<file path="config.mk">
export PLATFORM = sky130hd
export DESIGN_NAME = feistel_cipher_iter
export DESIGN_NICKNAME = d
export VERILOG_FILES = /design/src/rtl/feistel_cipher_iter_pkg.sv /design/src/rtl/feistel_round_f.sv /design/src/rtl/feistel_cipher_iter.sv
export SDC_FILE = /design/constraint.sdc
export NUM_CORES = 1
export LEC_CHECK = 0
export ABC_AREA = 1
export BUFFER_PORTS_ARGS = -buffer_cell sky130_fd_sc_hd__buf_2
export CAP_MARGIN = 20
export CORE_MARGIN = 2
export CORE_UTILIZATION = 49
export CTS_CLUSTER_DIAMETER = 30
export DETAILED_ROUTE_END_ITERATION = 12
export PLACE_DENSITY = 0.73
export SLEW_MARGIN = 10
export SYNTH_ARGS = -nofsm -noshare
export SYNTH_HDL_FRONTEND = slang
export SYNTH_HIERARCHICAL = 1
export SYNTH_SLANG_ARGS = --single-unit
</file>
<file path="constraint.sdc">
create_clock -name clock -period 2.3 [get_ports clock]
set_input_delay 0.115 -clock clock [delete_from_list [all_inputs] [get_ports clock]]
set_output_delay 0.115 -clock clock [all_outputs]
set_load 0.05 [all_outputs]
</file>
<file path="src/rtl/feistel_cipher_iter_pkg.sv">
// ---------------------------------------------------------------------------
// feistel_cipher_iter_pkg
//   Shared definitions for the iterative Feistel cipher: FSM state encoding,
//   mode encoding and the width helpers used to size the round counter.
// ---------------------------------------------------------------------------
package feistel_cipher_iter_pkg;

    typedef enum logic [1:0] {
        ST_IDLE = 2'd0,
        ST_RUN  = 2'd1,
        ST_DONE = 2'd2
    } state_t;

    localparam logic MODE_ENC = 1'b0;
    localparam logic MODE_DEC = 1'b1;

    // Number of bits needed to hold the values 0..value-1.
    function automatic int clog2(input int value);
        int width;
        width = 0;
        for (int i = 0; i < 31; i++) begin
            if ((1 << i) < value) begin
                width = i + 1;
            end
        end
        return width;
    endfunction

    // The round counter is at least one bit wide, even for a single round.
    function automatic int cnt_width(input int rounds);
        return (clog2(rounds) < 1) ? 1 : clog2(rounds);
    endfunction

endpackage

</file>
<file path="src/rtl/feistel_round_f.sv">
// ---------------------------------------------------------------------------
// feistel_round_f
//   Combinational Feistel round function F(R, k).
//   Ports:
//     right      in   HALF_W    right half of the current block
//     round_key  in   2*HALF_W  key for this round
//     f_out      out  HALF_W    round function result
//   R is expanded to 2*HALF_W bits by pairing each bit with its upper
//   neighbour (wrapping), mixed with the round key, and the two halves of
//   the mix are added together with the key LSB; the carry out is dropped.
// ---------------------------------------------------------------------------
module feistel_round_f #(
    parameter int HALF_W = 4
) (
    input  logic [HALF_W-1:0]   right,
    input  logic [2*HALF_W-1:0] round_key,
    output logic [HALF_W-1:0]   f_out
);

    logic [2*HALF_W-1:0] expanded;
    logic [2*HALF_W-1:0] mixed;

    // NOTE: every signal written in always_comb gets a value before any
    // conditional logic, so no path can leave it unassigned and infer a latch.
    always_comb begin
        expanded = '0;
        for (int i = 0; i < HALF_W; i++) begin
            expanded[2*i]   = right[i];
            expanded[2*i+1] = right[(i + 1) % HALF_W];
        end
        mixed = expanded ^ round_key;
        f_out = mixed[2*HALF_W-1:HALF_W] + mixed[HALF_W-1:0]
              + HALF_W'(round_key[0]);
    end

endmodule

</file>
<file path="src/rtl/feistel_cipher_iter.sv">
// ---------------------------------------------------------------------------
// feistel_cipher_iter
//   Iterative Feistel block cipher: one round per clock on a single shared
//   round-function instance, ROUNDS rounds per 2*HALF_W-bit block.
//   Ports:
//     clock      in   1         rising-edge clock
//     reset      in   1         asynchronous, active-low reset
//     in_valid   in   1         producer offers in_data/in_key/in_mode
//     in_ready   out  1         high only while idle
//     in_data    in   2*HALF_W  plaintext (encrypt) or ciphertext (decrypt)
//     in_key     in   2*HALF_W  cipher key
//     in_mode    in   1         0 = encrypt, 1 = decrypt
//     out_valid  out  1         out_data holds a finished result
//     out_ready  in   1         consumer takes out_data
//     out_data   out  2*HALF_W  result block
//   Key and mode are captured at accept, so the inputs may change freely
//   while a block is in flight.
// ---------------------------------------------------------------------------
module feistel_cipher_iter
    import feistel_cipher_iter_pkg::*;
#(
    parameter int HALF_W = 4,
    parameter int ROUNDS = 4
) (
    input  logic                clock,
    input  logic                reset,
    input  logic                in_valid,
    output logic                in_ready,
    input  logic [2*HALF_W-1:0] in_data,
    input  logic [2*HALF_W-1:0] in_key,
    input  logic                in_mode,
    output logic                out_valid,
    input  logic                out_ready,
    output logic [2*HALF_W-1:0] out_data
);

    localparam int BLK_W = 2 * HALF_W;
    localparam int CNT_W = cnt_width(ROUNDS);
    localparam logic [CNT_W-1:0] LAST_CNT = CNT_W'(ROUNDS - 1);

    state_t state;
    state_t state_next;

    logic [HALF_W-1:0] l_half;
    logic [HALF_W-1:0] r_half;
    logic [BLK_W-1:0]  key_latched;
    logic              mode_latched;
    logic [CNT_W-1:0]  cnt;
    logic [BLK_W-1:0]  out_data_reg;

    logic [CNT_W-1:0]   round_idx;
    int                 rot_amt;
    logic [2*BLK_W-1:0] key_twice;
    logic [BLK_W-1:0]   round_key;
    logic [HALF_W-1:0]  f_val;
    logic               last_round;

    assign in_ready   = (state == ST_IDLE);
    assign out_valid  = (state == ST_DONE);
    assign out_data   = out_data_reg;
    assign last_round = (cnt == LAST_CNT);

    // Decryption walks the key schedule backwards so it undoes encryption.
    // The rotate is taken from a doubled key: the low BLK_W bits of
    // {key,key} >> (BLK_W - n) are key rotated left by n.
    always_comb begin
        round_idx = (mode_latched == MODE_DEC) ? (LAST_CNT - cnt) : cnt;
        rot_amt   = int'(round_idx) % BLK_W;
        key_twice = {key_latched, key_latched};
        round_key = BLK_W'(key_twice >> (BLK_W - rot_amt));
    end

    feistel_round_f #(
        .HALF_W(HALF_W)
    ) u_round_f (
        .right     (r_half),
        .round_key (round_key),
        .f_out     (f_val)
    );

    // NOTE: sequential state uses non-blocking assignments so every register
    // samples the pre-edge values, independent of statement order.
    always_ff @(posedge clock or negedge reset) begin
        if (!reset) begin
            state <= ST_IDLE;
        end else begin
            state <= state_next;
        end
    end

    always_comb begin
        state_next = state;
        case (state)
            ST_IDLE: if (in_valid)   state_next = ST_RUN;
            ST_RUN:  if (last_round) state_next = ST_DONE;
            ST_DONE: if (out_ready)  state_next = ST_IDLE;
            default:                 state_next = ST_IDLE;
        endcase
    end

    // NOTE: these are plain registers (no memory array), so all of them are
    // cleared by reset; a dropped block leaves nothing stale behind.
    always_ff @(posedge clock or negedge reset) begin
        if (!reset) begin
            l_half       <= '0;
            r_half       <= '0;
            key_latched  <= '0;
            mode_latched <= MODE_ENC;
            cnt          <= '0;
            out_data_reg <= '0;
        end else begin
            case (state)
                ST_IDLE: begin
                    if (in_valid) begin
                        l_half       <= in_data[BLK_W-1:HALF_W];
                        r_half       <= in_data[HALF_W-1:0];
                        key_latched  <= in_key;
                        mode_latched <= in_mode;
                        cnt          <= '0;
                    end
                end
                ST_RUN: begin
                    l_half <= r_half;
                    r_half <= l_half ^ f_val;
                    cnt    <= cnt + 1'b1;
                    // The last round's halves are emitted swapped back.
                    if (last_round) begin
                        out_data_reg <= {l_half ^ f_val, r_half};
                    end
                end
                default: begin
                end
            endcase
        end
    end

endmodule
</file>
# Yosys cells after proc, flatten, opt, wreduce, memory -nomap -nowiden

Cells that the tools add are included.

Add/subtract/negate cells: 5
Eq/ne operators: 6
Shift-type cells: 1
Muxes and demuxes: 11
Bitwise logic cells: 2
Reduce and logical (&&, ||, !) cells: 6

Operators by type and width:

| kind                                                                    | count |
|---|---|
| 16-bit by 32-bit >> shifter with 8-bit output                           | 1 |
| 4-bit case mux with 2 select lines                                      | 2 |
| 2-bit 2-to-1 mux                                                        | 5 |
| 4-bit 2-to-1 mux                                                        | 2 |
| 8-bit XOR                                                               | 1 |
| 2-bit case mux with 3 select lines                                      | 1 |
| 2-bit AND reduction                                                     | 3 |
| 4-bit by 2-bit subtractor with 5-bit output, first input constant       | 1 |
| 4-bit by 1-bit adder with 4-bit output                                  | 1 |
| 4-bit adder                                                             | 1 |
| 2-bit equality test, second input constant                              | 2 |
| 2-bit inequality test, second input constant                            | 2 |
| 2-bit case mux with 2 select lines                                      | 1 |
| 4-bit XOR                                                               | 1 |
| 3-bit AND reduction                                                     | 1 |
| 2-bit by 1-bit adder with 2-bit output, second input constant           | 1 |
| 2-bit by 1-bit equality test with 1-bit output, second input constant   | 1 |
| 2-bit zero test                                                         | 1 |
| 2-bit by 1-bit inequality test with 1-bit output, second input constant | 1 |
| 2-bit nonzero test                                                      | 1 |
| 2-bit subtractor, first input constant                                  | 1 |

Register bits: 29
Input port bits: 21

# Logic depth before layout (Yosys ltp)

Gate-level depths: netlist (run 1).

Depth in word-level cells: 9
Gate-level depth with buffers: 21
Depth with buffers taken out: 20

# Cells and area by module

Netlist (run 1), hierarchy kept.

By module, submodules not included:

| module              | instances | cells an instance | area each (um2) |
|---|---|---|---|
| feistel_cipher_iter | 1         | 223               | 1,667.8 |
| feistel_round_f     | 1         | 49                | 266.5 |

# Least setup slack after synthesis (run 1)

Ideal clock, no wire load.

Path type: register to register
Start point: register cnt[0]
End point: register r_half[3]
Setup time: 0.130 ns
Arrival: 2.241 ns
Setup slack: -0.071 ns
Cell stages (with the launch flop): 22
Path buffers: 1
Period minus slack after synthesis: 2.371 ns
Cell sequence: dfrtp_1 -> inv_1 -> nand2_1 -> nand2_2 -> buf_6 -> nand2_1 -> nand2_1 -> nand2_1 -> nand3_1 -> nand2_1 -> xnor2_1 -> inv_1 -> ha_1 -> nand2_1 -> inv_1 -> nand3_2 -> nand2_1 -> nand2_1 -> nand2_1 -> xor2_1 -> nand2_1 -> o211ai_1

Cells in the longest elaborated chain, start to end: 9

RTL lines:

| element                                         | line                       | source |
|---|---|---|
| start, declared                                 | feistel_cipher_iter.sv:48  | `logic [CNT_W-1:0] cnt;` |
| start signal, assigned                          | feistel_cipher_iter.sv:125 | `cnt <= cnt + 1'b1;` |
| 2-bit subtractor                                | feistel_cipher_iter.sv:67  | `round_idx = (mode_latched == MODE_DEC) ? (LAST_CNT - cnt) : cnt;` |
| 2-bit 2-to-1 mux *                              | feistel_cipher_iter.sv:67  |  |
| 4-bit by 2-bit subtractor with 5-bit output *   | feistel_cipher_iter.sv:70  | `round_key = BLK_W'(key_twice >> (BLK_W - rot_amt));` |
| 16-bit by 32-bit >> shifter with 8-bit output * | feistel_cipher_iter.sv:70  |  |
| named net round_key[1]                          | feistel_cipher_iter.sv:54  | `logic [BLK_W-1:0] round_key;` |
| 8-bit XOR *                                     | feistel_round_f.sv:31      | `mixed = expanded ^ round_key;` |
| 4-bit adder *                                   | feistel_round_f.sv:32      | `f_out = mixed[2*HALF_W-1:HALF_W] + mixed[HALF_W-1:0]` |
| 4-bit by 1-bit adder with 4-bit output *        | feistel_round_f.sv:33      | `+ HALF_W'(round_key[0]);` |
| named net f_val[3]                              | feistel_cipher_iter.sv:55  | `logic [HALF_W-1:0] f_val;` |
| 4-bit XOR *                                     | feistel_cipher_iter.sv:124 | `r_half <= l_half ^ f_val;` |
| 4-bit case mux with 2 select lines *            | feistel_cipher_iter.sv:112 | `case (state)` |
| end signal, assigned                            | feistel_cipher_iter.sv:116 | `r_half <= in_data[HALF_W-1:0];` |
| end signal, assigned                            | feistel_cipher_iter.sv:124 |  |
| end, declared                                   | feistel_cipher_iter.sv:45  | `logic [HALF_W-1:0] r_half;` |

Mark *: on every way through the listed nets, which the timed path passes. The rest lies on a longest branch.
A chain may end at the register's enable or synchronous reset.

# Worst setup path in the final report (run 1)

Start point: register cnt[0]
End point: register r_half[2]

Same word-level chain as after synthesis.

==> flow_summary.yaml, run 1 <==
route:
  avgRoutedWirePerCell_um: 15.3
  ant_nets: 0
  drt-total-wl_mm: 5.97
  first_pass_iters: 5
  vias: 2170
  vias_per_cell: 5.56
  drc_errors: 0
  drt_iter0_markers: 148
sta:
  whs_ps: 5.60
  setup_slack_ps: -376
  fin_crit_ps: 2680
  slew_headroom_pct: 58.7
  hold_violations: 0
  fmaxAchievable_mhz: 374
  worstMarginPinSlew_ps: 620
  period_share_pct: 116
  rsz0062_at_grt: "true"
  setup_viol: 8
  slew_viol_final: 0
  fin_worst_skew_ps: 5.69
synthesis:
  synth_cell_type_count: 27
  syn-num-nets: 297
  ys_top_cells_by_area: "dfrtp_1 38%, nand2_1 20%, inv_1 6.0%"
  yosys_warnings: 6
  synth_top_cell_by_area: "dfrtp_1"
  ys_seq_area_share_pct: 37.5
  syn_area_per_cell_um2: 7.11
  ys_ff_latch: 29
  synth_cells: 272
  syn_area_um2: 1930
  synth_top_cell_area_share_pct: 37.5
global_routing:
  grt_overflow: 0
  gr-usage-all-layers_pct: 24.6
  grt_start_max_net_pins: 30
  grt_pass1_wl_mm: 8.25
  first_global_vias: 1918
  antenna_found_initial: 0
clock_tree:
  cts-root-buf: "clkbuf_8"
  numCtsBuffers: 5
  cts.sinks: 29
  clkTransAtPathRegs_ps: 60
  worstSkewPairLatency_ps: 280
  cts.htree.levels: 2
  clock_path_buffers: 2
  cts_tree: "yes"
floorplan:
  coreArea_um2: 3720
  initial_core_util_pct: 52.1
  dieArea_um2: 4470
  die_h_um: 66.8
  io_pins: 31
  num_rows: 22
  fp.dieW_um: 66.8
placed_design:
  gp_congestion: 0.959
  io_buffers: 30
  dpl-instance-area_um2: 2230
  dp_hpwl_mm: 3.19
finish:
  final_cell_area_um2: 2770
  diodes: 0
  layout.nets: 366
  drive_above_1_share_pct: 43.9
  area.growth.synth_to_final_pct: 43.3
run_status:
  outcome: "finished, violations left"
  violations: "negative setup slack"
setup_path:
  reg2reg_depth: 15
  critPathKind: "register to register"
  worstPathArrival_ps: 2870
  required_ps: 2490
  cp-start-kind: "register"
  cp-end-kind: "register"
  timing.critical_path.fanout_max: 8
worst_hold_path:
  holdPathStages: 2
  min_path_type: "input pin to register"
job:
  drv_cap: 0
-- stage by stage --
step | cells | util, % | TNS (ps) | setup WS, ps
2_1_floorplan | 272 | - | -21.1 | -21.1
3_3_place_gp | 359 | 60.1 | -1100 | -215
3_5_place_dp | 359 | 60.1 | -1330 | -278
4_1_cts | 383 | 68.7 | -1220 | -172
5_1_grt | 390 | 74.6 | -3130 | -474
6_report | 390 | 74.6 | -2420 | -376
-- cells by family after synthesis --
family	Yosys count	share of synthesized area [%]
buffers and inverters	41	8.99
xor gates and xnor gates	11	4.98
AOI/OAI and AO/OA	28	8.60
and+or+nand+nor	159	36.9
DFF	29	37.5
adders and majority gates	4	2.98
-- critical path, stage by stage (launching register included) --
cell      delay [ps]
dfrtp_2          490
inv_4            140
nand2_4           90
nand2_8          120
nand2_4          100
nand2_4          130
nand2_1           90
nand3_2           90
nand2_2           70
xnor2_2          150
buf_4            150
fa_2             390
xnor2_2          150
xor2_1           210
nand2_1          120
o211ai_1         100
-- repair_timing --
action | 4_1_cts | 5_1_grt
cloned | 1 | 0
buffers inserted | 14 | 7
pin swaps | 20 | 27
gates resized for setup | 22 | 44
hold endpoints to repair | 29 | 0
hold buffers | 1 | 0
setup endpoints to repair | 6 | 8
-- metal layers --
metal	global-route usage (%)	vias to the layer above	wire (µm)
li1	-	989	-
met1	33.0	1016	2310
met2	39.1	132	2860
met3	5.07	33	522
met4	8.93	0	278
met5	0	-	0
-- cells in the final DEF (no fill, tap or decap), types with 2 or more instances in the layout --
| cell type | n |
|---|---|
| xnor2_2 | 4 |
| inv_1 | 27 |
| nand3_1 | 17 |
| a21oi_2 | 2 |
| ha_1 | 3 |
| nand2_2 | 39 |
| nand2_4 | 8 |
| o21ai_1 | 4 |
| dfrtp_1 | 28 |
| clkbuf_8 | 6 |
| nand2_1 | 69 |
| nor2_1 | 10 |
| o21ai_0 | 3 |
| o211ai_1 | 7 |
| xor2_1 | 6 |
| a21oi_1 | 9 |
| nor2_4 | 2 |
| nand4_1 | 3 |
| buf_4 | 34 |
| buf_2 | 30 |
| nand3_2 | 7 |
| inv_2 | 6 |
| nand2_8 | 4 |
-- final timing paths --
path | slack, ps | from | endpoint
hold reg to reg | 470 | out_data[4] | out_data[4]
max in group asynchronous | 1470 | reset | cnt[0]
min in group asynchronous | 390 | reset | key_latched[5]
hold / removal | 6 | out_ready | state[1]
setup / recovery | -380 | cnt[0] | r_half[2]
setup reg to reg | -380 | cnt[0] | r_half[2]
-- final cells by class --
class,instances,area [µm²]
Clock inverter,1,30.0
Inverter,34,130
Tap cell,48,60.1
Clock buffer,7,86.3
Multi-Input combinational cell,203,1280
Fill cell,285,943
Sequential cell,29,727
Timing Repair Buffer,68,462
-- cell usage after synthesis --
cell and instances:
clkbuf_1 1, o21ai_0 3, fa_1 1, nor2_4 2, nand4_1 3, nand2_1 102
xor2_1 7, o21ai_1 4, o31ai_1 1, buf_6 2, nand3_2 1, inv_1 31
nor2_1 10, o22ai_1 1, nand2_2 14, o211ai_1 7, or2_1 1, xnor2_1 4
a31oi_1 1, inv_2 3, a21oi_1 10, buf_2 4, nand3_1 23, nand2_4 3
a21oi_2 1, dfrtp_1 29, ha_1 3
Power of run 1 is left out: the tool's default activity adds up to more than one toggle a clock period on the data nets, which glitch-free logic cannot reach.
==> inputs of run 2 (changes only) <==
--- a/config.mk
+++ b/config.mk
@@ -13,6 +13,7 @@
 export CTS_CLUSTER_DIAMETER = 30
 export DETAILED_ROUTE_END_ITERATION = 12
 export PLACE_DENSITY = 0.73
+export SETUP_SLACK_MARGIN = 0.05
 export SLEW_MARGIN = 10
 export SYNTH_ARGS = -nofsm -noshare
 export SYNTH_HDL_FRONTEND = slang
==> constraint.sdc (replaced) <==
create_clock -name clock -period 2.3 [get_ports clock]
set_input_delay 0.115 -clock clock [delete_from_list [all_inputs] [get_ports clock]]
set_output_delay 0.115 -clock clock [all_outputs]
set_load 0.01 [all_outputs]
==> flow_summary.yaml, run 2 (synthesis results as in run 1) <==
run_status:
  outcome: "finished, violations left"
  violations: "negative setup slack"
placed_design:
  io_buffers: 30
  dpl-instance-area_um2: 2250
  dp_cells: 361
  dp_hpwl_mm: 3.42
  gp_congestion: 0.939
setup_path:
  r2r-end: "r_half[1]"
  path_cells: "buf_6 > nand2_4 > nand2_8 > buf_8 > nand2_4 > nand2_2 > nand2_2 > nand3_2 > nand2_2 > inv_1 > nand2_1 > nand2_1 > nand2_2 > nand2_2 > fa_2 > inv_2 > xor2_1 > nand2_1 > o211ai_1"
  timing.critical_path.fanout_max: 6
  cp-start-kind: "register"
  crit_family: "simple AND/OR/NAND/NOR gates"
  max_stage_delay_ps: 540
  reg2reg_depth: 19
  worstPathArrival_ps: 2860
  r2r_start: "cnt[0]"
  required_ps: 2500
  cpMaxStageDelayCell: "fa_2"
  rrSetupSlack_ps: -360
  cp-end-kind: "register"
  cp.depth: 19
  path_common_cell: "nand2_2"
  critPathBufInv: 4
  critPathKind: "register to register"
sta:
  setup_viol: 8
  fin_worst_skew_ps: 12.0
  fin_crit_ps: 2660
  period_share_pct: 116
  worstMarginPinSlew_ps: 655
  rsz0062_at_grt: "true"
  hold_violations: 0
  slew_headroom_pct: 56.3
  slew_viol_final: 0
  setup_slack_ps: -358
  fmaxAchievable_mhz: 376
floorplan:
  die_h_um: 66.8
  fp.dieW_um: 66.8
  io_pins: 31
  coreArea_um2: 3720
  dieArea_um2: 4470
  initial_core_util_pct: 52.1
  num_rows: 22
finish:
  drive_above_1_share_pct: 40.4
  diodes: 0
  nFillCells: 272
  layout.nets: 366
  final_cell_area_um2: 2710
  layout.cells.most_common: "nand2_1"
  finalNonFillerCells: 390
  final_cell_mix: "78 x nand2_1, 32 x buf_4, 30 x buf_2"
  area.growth.synth_to_final_pct: 40.2
worst_hold_path:
  min_path_type: "input pin to register"
  hold_path_end: "state[1]"
  hp-start: "out_ready"
  holdPathStages: 2
route:
  drt_iter0_markers: 202
  ant_nets: 0
  drc_errors: 0
  avgRoutedWirePerCell_um: 15.0
  vias: 2094
  first_pass_iters: 4
  drt-total-wl_mm: 5.85
  vias_per_cell: 5.37
global_routing:
  grt_pass1_wl_mm: 8.38
  antenna_found_initial: 0
  gr-usage-all-layers_pct: 25.4
  first_global_vias: 1795
  grt_overflow: 0
  grt_start_max_net_pins: 30
clock_tree:
  clock_path_buffers: 2
  numCtsBuffers: 5
  worstSkewPairLatency_ps: 290
  cts_tree: "yes"
  clkTransAtPathRegs_ps: 60
  cts-root-buf: "clkbuf_8"
  cts.sinks: 29
  cts.htree.levels: 2
job:
  drv_cap: 0
run 2: worst max path at each step:
stage,start,end,slack (ps)
global placement,mode_latched,out_data[7],-190
CTS,mode_latched,r_half[3],-180
finish,cnt[0],r_half[1],-360
floorplan,mode_latched,r_half[3],-20
global route,mode_latched,r_half[3],-470
detailed placement,mode_latched,r_half[3],-270
run 2: timing repair:
item,CTS,global route
gates cloned,1,0
buffers inserted,9,10
setup endpoints to repair,7,8
pin swaps,22,22
gates resized for setup,28,34
endpoints found under the hold margin,29,0
hold buffers,1,0
run 2: area by class of cell:
type	instances	area, µm²	area share, %
Tap cell	48	60.1	2.22
Timing Repair Buffer	68	460	17.0
Sequential cell	29	728	26.9
Multi-Input combinational cell	203	1250	46.0
Clock buffer	8	80.1	2.95
Inverter	34	135	4.98
run 2: per-layer routing:
metal  part of all wire, %  vias to the layer above  global-route usage [%]
li1                      -                      989                       -
met1                    40                     1018                    36.4
met2                    52                       75                    38.1
met3                   5.8                       12                    4.73
met4                   2.2                        0                    9.18
met5                     0                        -                       0
run 2: per-stage QoR:
stage / setup TNS [ps] / util [%] / hold WS, ps / worst slack, ps
5_1_grt: -2840 / 73.0 / 14.9 / -471
6_report: -1940 / 73.0 / 1.43 / -358
4_1_cts: -907 / 67.5 / 4.03 / -182
3_5_place_dp: -1270 / 60.6 / 181 / -273
2_1_floorplan: -20.8 / - / -181 / -20.8
3_3_place_gp: -930 / 60.6 / 173 / -185
Power of run 2 is left out for the same reason.
==> inputs of run 3 (changes only) <==
--- a/config.mk
+++ b/config.mk
@@ -9,10 +9,11 @@
 export BUFFER_PORTS_ARGS = -buffer_cell sky130_fd_sc_hd__buf_2
 export CAP_MARGIN = 20
 export CORE_MARGIN = 2
-export CORE_UTILIZATION = 49
+export CORE_UTILIZATION = 51
 export CTS_CLUSTER_DIAMETER = 30
 export DETAILED_ROUTE_END_ITERATION = 12
-export PLACE_DENSITY = 0.73
+export HOLD_SLACK_MARGIN = 0.12
+export PLACE_DENSITY = 0.76
 export SETUP_SLACK_MARGIN = 0.05
 export SLEW_MARGIN = 10
 export SYNTH_ARGS = -nofsm -noshare
==> flow_summary.yaml, run 3 (synthesis results as in run 1) <==
run_status:
  outcome: "finished, violations left"
  violations: "negative setup slack"
floorplan:
  initial_core_util_pct: 52.8
  dieArea_um2: 4300
  num_rows: 22
  coreArea_um2: 3660
  io_pins: 31
  fp.dieW_um: 65.6
  die_h_um: 65.6
sta:
  fin_worst_skew_ps: 6.72
  rsz0062_at_grt: "true"
  setup_viol: 6
  whs_ps: 134
  fmaxAchievable_mhz: 392
  slew_viol_final: 0
  setup_slack_ps: -251
  hold_violations: 0
  worstMarginPinSlew_ps: 671
  slew_headroom_pct: 55.3
  period_share_pct: 111
  fin_crit_ps: 2550
route:
  drt_iter0_markers: 121
  drt-total-wl_mm: 5.49
  avgRoutedWirePerCell_um: 13.6
  vias_per_cell: 5.13
  ant_nets: 0
  first_pass_iters: 4
  drc_errors: 0
  vias: 2071
clock_tree:
  cts_tree: "yes"
  cts.htree.levels: 2
  numCtsBuffers: 5
  cts-root-buf: "clkbuf_8"
  clock_path_buffers: 2
  cts.sinks: 29
  worstSkewPairLatency_ps: 280
  clkTransAtPathRegs_ps: 70
placed_design:
  gp_congestion: 0.930
  dp_hpwl_mm: 3.24
  dpl-instance-area_um2: 2240
  dp_slack_ps: -277
  io_buffers: 30
  dp_cells: 359
finish:
  final-seq-area_um2: 728
  area.growth.synth_to_final_pct: 43.9
  final_cell_area_um2: 2780
  diodes: 0
  layout.nets: 380
  layout.cells.most_common: "nand2_1"
  finalNonFillerCells: 404
  drive_above_1_share_pct: 37.9
  final_cell_mix: "82 x nand2_1, 35 x buf_4, 30 x inv_1, 30 x nand2_2, 30 x buf_2"
  multi_input_area_um2: 1190
  nFillCells: 260
global_routing:
  grt_pass1_wl_mm: 8.40
  grt_start_max_net_pins: 30
  first_global_vias: 1929
  grt_overflow: 0
  gr-usage-all-layers_pct: 25.5
  antenna_found_initial: 0
job:
  drv_cap: 0
setup_path:
  worstPathArrival_ps: 2720
  cp-end-kind: "register"
  required_ps: 2470
  cp-start-kind: "register"
  timing.critical_path.fanout_max: 7
  critPathKind: "register to register"
worst_hold_path:
  min_path_type: "input pin to register"
run 3: cell types whose count changed in the layout (fill, tap and decap cells not counted), sizes merged:
cell	previous run	this run
buf	67	66
clkbuf	8	5
clkinv	1	2
clkinvlp	0	1
dlygate4sd3	1	16
inv	33	34
run 3: what timing repair did:
item / CTS / global route
endpoints found under the hold margin: 44 / 0
setup buffers: 15 / 5
hold buffers: 16 / 0
pin swaps: 15 / 3
gates cloned: 1 / 0
setup endpoints to repair: 7 / 8
resized for setup: 19 / 23
run 3: metrics by stage:
stage / util, % / TNS (ps)
after CTS: 72.6 / -1020
after global routing: 76.0 / -2710
after floorplan: - / -20.8
final: 76.0 / -1310
after detailed placement: 61.1 / -1160
after global placement: 61.1 / -861
run 3: final cells by class:
class,instances,area share (%)
Inverter,34,4.76
Clock inverter,3,0.629
Clock buffer,5,2.47
Sequential cell,29,26.2
Timing Repair Buffer,82,21.0
Multi-Input combinational cell,203,42.8
Tap cell,48,2.16
run 3: critical path, stage by stage, from the launching register on:
cell and delay [ps]:
dfrtp_2 460, inv_4 110, nand2_1 80, nand2_2 130
nand2_1 110, nand2_4 120, nand2_2 90, nand3_2 90
nand2_2 70, xnor2_2 140, buf_4 140, fa_2 520
inv_1 60, xor2_2 180, nand2_1 60, o211ai_1 80
run 3: final timing paths:
| path | from | end | slack, ps | depth (start not counted) |
|---|---|---|---|---|
| min in group asynchronous | reset | key_latched[2] | 400 | 2 |
| worst min register to register | out_data[6] | out_data[6] | 480 | 2 |
| worst max-delay path | mode_latched | r_half[1] | -250 | 15 |
| max in group asynchronous | reset | cnt[0] | 1420 | 2 |
| worst max register to register | mode_latched | r_half[1] | -250 | 15 |
| worst min-delay path | in_data[7] | l_half[3] | 130 | 3 |
run 3: per-layer routing:
metal	track usage, %	part of all wire (%)
met1	32.9	43
met2	41.6	50
met3	5.99	4.1
met4	9.64	2.3
met5	0	0
Power of run 3 is left out for the same reason.
